<file path="config.mk">
export PLATFORM = sky130hd
export DESIGN_NAME = cpl_timeout_tracker
export DESIGN_NICKNAME = d
export VERILOG_FILES = /design/src/rtl/cpl_timeout_tracker.sv
export SDC_FILE = /design/constraint.sdc
export NUM_CORES = 2
export LEC_CHECK = 0
export BUFFER_PORTS_ARGS = -buffer_cell sky130_fd_sc_hd__clkbuf_2
export CELL_PAD_IN_SITES_DETAIL_PLACEMENT = 0
export CELL_PAD_IN_SITES_GLOBAL_PLACEMENT = 1
export CORE_ASPECT_RATIO = 0.5
export CORE_UTILIZATION = 32
export DETAILED_ROUTE_END_ITERATION = 6
export PLACE_DENSITY_LB_ADDON = 0.05
export SETUP_SLACK_MARGIN = 0.02
export SLEW_MARGIN = 20
export SYNTH_ARGS = -nofsm -noshare
export SYNTH_HDL_FRONTEND = slang
export SYNTH_SLANG_ARGS = --single-unit
</file>
<file path="constraint.sdc">
create_clock -name clk -period 12.8 [get_ports clk]
set_input_delay 1.28 -clock clk [delete_from_list [all_inputs] [get_ports clk]]
set_output_delay 1.28 -clock clk [all_outputs]
set_load 0.05 [all_outputs]
</file>
<file path="src/rtl/cpl_timeout_tracker.sv">
// Tracks issue timestamps of non-posted request tags, clears them on completion, and
// reports tags whose age reaches TIMEOUT through a round-robin scanner (valid/ready).
// Optional macro CTT_TIMEOUT_CNT_EN enables the saturating accepted-report counter.
module cpl_timeout_tracker #(
    parameter int WIDTH   = 44,
    parameter int TAGS    = 32,
    parameter int TAG_W   = 5,
    parameter int TIMEOUT = 50000
) (
    input  logic             clk,
    input  logic             rst,
    input  logic [WIDTH-1:0] now,
    input  logic             issue_valid,
    input  logic [TAG_W-1:0] issue_tag,
    input  logic             cpl_valid,
    input  logic [TAG_W-1:0] cpl_tag,
    output logic             timeout_valid,
    output logic [TAG_W-1:0] timeout_tag,
    input  logic             timeout_ready,
    output logic [TAG_W:0]   outstanding,
    output logic             dup_issue,
    output logic             unexp_cpl,
    output logic [15:0]      timeout_count
);
    typedef enum logic {SCAN, REPORT} state_t;

    localparam logic [WIDTH-1:0] TIMEOUT_T = WIDTH'(TIMEOUT);

    state_t             state_q, state_d;
    logic [TAGS-1:0]    live_q, live_d;
    logic [WIDTH-1:0]   start_q [TAGS];
    logic [WIDTH-1:0]   start_d [TAGS];
    logic [TAG_W-1:0]   ptr_q, ptr_d;
    logic               timeout_valid_q, timeout_valid_d;
    logic [TAG_W-1:0]   timeout_tag_q, timeout_tag_d;
    logic [TAG_W:0]     outstanding_q, outstanding_d;
    logic               dup_issue_q, dup_issue_d;
    logic               unexp_cpl_q, unexp_cpl_d;

    logic               issue_live, cpl_live, cpl_hit, expired, accept;
    logic [WIDTH-1:0]   age;

    assign issue_live = live_q[issue_tag];
    assign cpl_live   = live_q[cpl_tag];
    assign cpl_hit    = cpl_valid && cpl_live;
    // Modular subtraction keeps the age correct across counter wrap.
    assign age        = now - start_q[ptr_q];
    // A completion landing on the scanned tag in the same cycle suppresses the report.
    assign expired    = live_q[ptr_q] && (age >= TIMEOUT_T) && !(cpl_hit && (cpl_tag == ptr_q));
    assign accept     = timeout_valid_q && timeout_ready;

    always_comb begin
        state_d         = state_q;
        live_d          = live_q;
        start_d         = start_q;
        ptr_d           = ptr_q;
        timeout_valid_d = timeout_valid_q;
        timeout_tag_d   = timeout_tag_q;
        dup_issue_d     = issue_valid && issue_live;
        unexp_cpl_d     = cpl_valid && !cpl_live;

        if (cpl_hit) begin
            live_d[cpl_tag] = 1'b0;
        end
        if (issue_valid && !issue_live) begin
            live_d[issue_tag]  = 1'b1;
            start_d[issue_tag] = now;
        end

        case (state_q)
            SCAN: begin
                if (expired) begin
                    live_d[ptr_q]   = 1'b0;
                    timeout_tag_d   = ptr_q;
                    timeout_valid_d = 1'b1;
                    state_d         = REPORT;
                end else begin
                    ptr_d = ptr_q + 1'b1;
                end
            end
            REPORT: begin
                if (accept) begin
                    timeout_valid_d = 1'b0;
                    ptr_d           = ptr_q + 1'b1;
                    state_d         = SCAN;
                end
            end
            default: state_d = SCAN;
        endcase

        outstanding_d = '0;
        for (int i = 0; i < TAGS; i++) begin
            outstanding_d = outstanding_d + (TAG_W+1)'(live_d[i]);
        end
    end

    always_ff @(posedge clk or posedge rst) begin
        if (rst) begin
            state_q         <= SCAN;
            live_q          <= '0;
            ptr_q           <= '0;
            timeout_valid_q <= 1'b0;
            timeout_tag_q   <= '0;
            outstanding_q   <= '0;
            dup_issue_q     <= 1'b0;
            unexp_cpl_q     <= 1'b0;
        end else begin
            state_q         <= state_d;
            live_q          <= live_d;
            ptr_q           <= ptr_d;
            timeout_valid_q <= timeout_valid_d;
            timeout_tag_q   <= timeout_tag_d;
            outstanding_q   <= outstanding_d;
            dup_issue_q     <= dup_issue_d;
            unexp_cpl_q     <= unexp_cpl_d;
        end
    end

    // Timestamps are only meaningful while the live bit is set, so they carry no reset.
    always_ff @(posedge clk) begin
        start_q <= start_d;
    end

    assign timeout_valid = timeout_valid_q;
    assign timeout_tag   = timeout_tag_q;
    assign outstanding   = outstanding_q;
    assign dup_issue     = dup_issue_q;
    assign unexp_cpl     = unexp_cpl_q;

`ifdef CTT_TIMEOUT_CNT_EN
    logic [15:0] timeout_count_q, timeout_count_d;

    always_comb begin
        timeout_count_d = timeout_count_q;
        if (accept && (timeout_count_q != 16'hFFFF)) begin
            timeout_count_d = timeout_count_q + 16'd1;
        end
    end

    always_ff @(posedge clk or posedge rst) begin
        if (rst) begin
            timeout_count_q <= '0;
        end else begin
            timeout_count_q <= timeout_count_d;
        end
    end

    assign timeout_count = timeout_count_q;
`else
    assign timeout_count = '0;
`endif
endmodule
</file>
==> metrics.txt <==
commonest non-fill, non-tap cell in the layout=edfxtp_1; worst slew pin tran=between 1000 and 1500 ps; IO Count=89; worst r2r src=ptr_q[0]; Worst slew margin=approximately a quarter; die area=189000 um^2; WL met3=11700 um; fmax=between 80 and 90 MHz; leading area contributor after synthesis=edfxtp_1; metal2 WL=88200 um; Power Dens Cells=about 270 nW/um^2; fin crit period=about 12000 ps; r2r endpoint=outstanding[5]; Post-DP HPWL=approximately 110000 um; drt wl/cell=around 35 um; global route overflow=0; Area contributors post-synth=edfxtp_1, mux4_2, dfrtp_1; maximum fanout along the worst path=28; Post-Route WL=about 200000 um; #FFs+latches synth=1460; final cell count without fillers=roughly 5.8k; drc violations=0; max-cap viol count=0; worst-skew pair later-pin latency=~820 ps; core area=between 150000 and 200000 um^2; Site Rows=approximately 110; Fin. Hold Viols=0; FF-to-FF setup slack=880 ps; initial antenna violation count=15; Synth Area in Compound Gates=between 5 and 6%; Syn Area/Cell=19.8 um^2; ratio of final minimum period to clock period=93.1%; cell area after synthesis=~60000 um^2; FFs w/ async S/R, synth=3.56%; # fillers=~17k; Yosys top cell area share=70.8%; Mapped Cells=about 3.0k; Main synth FF type=edfxtp_1; Reg2Reg Depth=34; # setup viols final=0; Die Height=a little over 300 um; clk root buf=clkbuf_16; Final Power=18.1 mW; unique cell type count in the Yosys netlist=72; RSZ-0062 raised after global routing=false; initial core utilization=roughly a third; top layer in use=met5; gr usage total=about a fifth; Layout Utilization=roughly 37%; chip width=approximately 610 um; vias in the first global route=32.6k; DR pass1 iterations=5; final net count=around 3.3k; layout cells sized above 1=24.6%; clock skew=60.1 ps; mux contribution to synthesized area=around 14%; CP Launch Type=register; Placed Instances=5519; commonest non-fill, non-tap cells in the layout=edfxtp_1, mux4_2, clkbuf_16, nand2_1, a22oi_1; CTS Hold Bufs=0; Worst Path Arrival=around 13000 ps; Synth Area in Adders=1.96%; Worst Min Path Start=timeout_tag[4]; Int Pwr=11.2 mW; Crit. End Element=register; Critical Path RT=around 13000 ps; Routability Congestion=0.863; register area=approximately 44000 um^2; Leak=around 22 nW; H-tree Lvls=4; Post-DRT Antenna Nets=0; Hold Crit Endpoint=timeout_tag[4]; first-pass GRT wire length=about 270000 um; post-CTS sizing=0; switching share of power=between 30% and 40%; Clock Tree Buf Depth=4; register area share after synthesis=approximately 73%; Sw Pwr=between 6 and 7 mW; clock-pin slew on the worst setup and hold paths=about 70 ps; drt via density=5.56; largest net degree at the start of global routing=53; CTS tree=built; total negative slack=0 ps; clock share of power=a little under a quarter; largest family of logic cells by synthesized area=multiplexers; EDFF count, synth=1408; Clock Sinks=1460; XOR/XNOR Fraction of Synth Area=less than 1%; fin area=68300 um^2; Hold WC Path Type=register to register; area of the multi-input gates=about 15000 um^2; slowest cell on the critical path=dfrtp_4; CTS Buf Count=~150; Synth warnings=0; peak supply drop=0.641 mV; vias after detailed routing=32.1k; slowest stage delay, CP=between 900 and 1000 ps; outcome=finished, final reports clean; pins over their slew limit=0; delay-heaviest family, CP=compound AO/OA/AOI/OAI gates; Area Overhead vs Synth=14.3%; postcts setup bufs=0; initial detailed-routing violation count=3981; number of port buffers=just over 70; most used cell, CP=fa_1; dpl cell area=about 64000 um^2; Worst Hold Depth=1; simple-gate share of the synthesized area=about 2.8%; Setup CP Type=register to register; combinational share of power=a little under half; wl on met1=96700 um; Critical path buffers and inverters=7; part of the power in registers=a little under a third
[cell usage after synthesis (7+ instances only)]
cell      instances
clkbuf_1        114
buf_4            16
a221oi_1         45
nand3_1          19
o21ai_0          63
edfxtp_1       1408
nor2b_1           7
nor2_1           55
buf_2             7
ha_1             55
a22oi_1         103
inv_1            76
nor3_1           17
buf_1            44
a31oi_1          10
a21oi_1          66
xnor2_1          21
fa_1             24
o211ai_1         10
and3_1           50
nand4_1          27
a21o_1           12
nor3b_1           8
dfrtp_1          52
nand2_1         111
o21a_1            9
mux4_2          376
xor2_1           12
a32o_1           19
a22o_1           42
a32oi_1          31
[registers in the layout (all words and copies together) (netlist names)]
name,cells
dup_issue,1
live_q,32
outstanding,6
ptr_q,5
start_q,1408
state_q,1
timeout_tag,5
timeout_valid,1
unexp_cpl,1
[final cells by class]
type,count,area share (%)
Sequential cell,1460,63.8
Multi-Input combinational cell,1308,22.3
Clock buffer,191,5.97
Tap cell,2486,4.56
Timing Repair Buffer,189,2.11
Clock inverter,63,0.709
Inverter,76,0.526
Antenna cell,2,0.00733
[worst reg2reg max path: cells and delay by family (launching register included)]
family | cells | cell delay, ps
muxes | 1 | 540
and+or+nand+nor | 5 | 1450
AOI/OAI and AO/OA | 13 | 4000
DFF | 1 | 950
buffers and inverters | 7 | 1320
adders and majority gates | 8 | 3540
[per-stage QoR]
step                      hold slack, ps  worst slack [ps]
after detailed placement             479               952
final                                487               881
after floorplan                      537              2120
after global routing                 502               253
after CTS                            493               907
after global placement               478               906
[power groups by stage]
stage                     combinational (mW)  sequential, mW  clock, mW
after floorplan                         5.67            5.65          0
after global placement                  8.51            5.71          0
after detailed placement                8.31            5.71          0
after global routing                    9.18            5.62       4.55
final                                   8.26            5.61       4.26
after CTS                               8.36            5.61       4.37
[how the worst max path moves through the flow]
| stage | startpoint | to | slack, ps | cells past startpoint |
|---|---|---|---|---|
| 2_1_floorplan | ptr_q[0] | outstanding[4] | 2120 | 36 |
| 3_3_place_gp | ptr_q[0] | outstanding[5] | 910 | 34 |
| 3_5_place_dp | ptr_q[0] | outstanding[5] | 950 | 34 |
| 4_1_cts | ptr_q[0] | outstanding[5] | 910 | 34 |
| 5_1_grt | ptr_q[0] | outstanding[5] | 250 | 34 |
| 6_report | ptr_q[0] | outstanding[5] | 880 | 34 |
[cells by family after synthesis]
| group | Yosys count |
|---|---|
| buffers and inverters | 261 |
| DFF | 1460 |
| AOI/OAI and AO/OA | 461 |
| xor gates and xnor gates | 33 |
| other | 1 |
| and+or+nand+nor | 333 |
| adders and majority gates | 79 |
| muxes | 386 |
[layer usage]
layer	vias up	track usage, %
met3	247	3.81
met4	2	4.43
met2	1053	31.5
li1	13000	-
met1	17800	32.4
met5	-	0
Note: power is estimated with default switching activity, not from simulation.
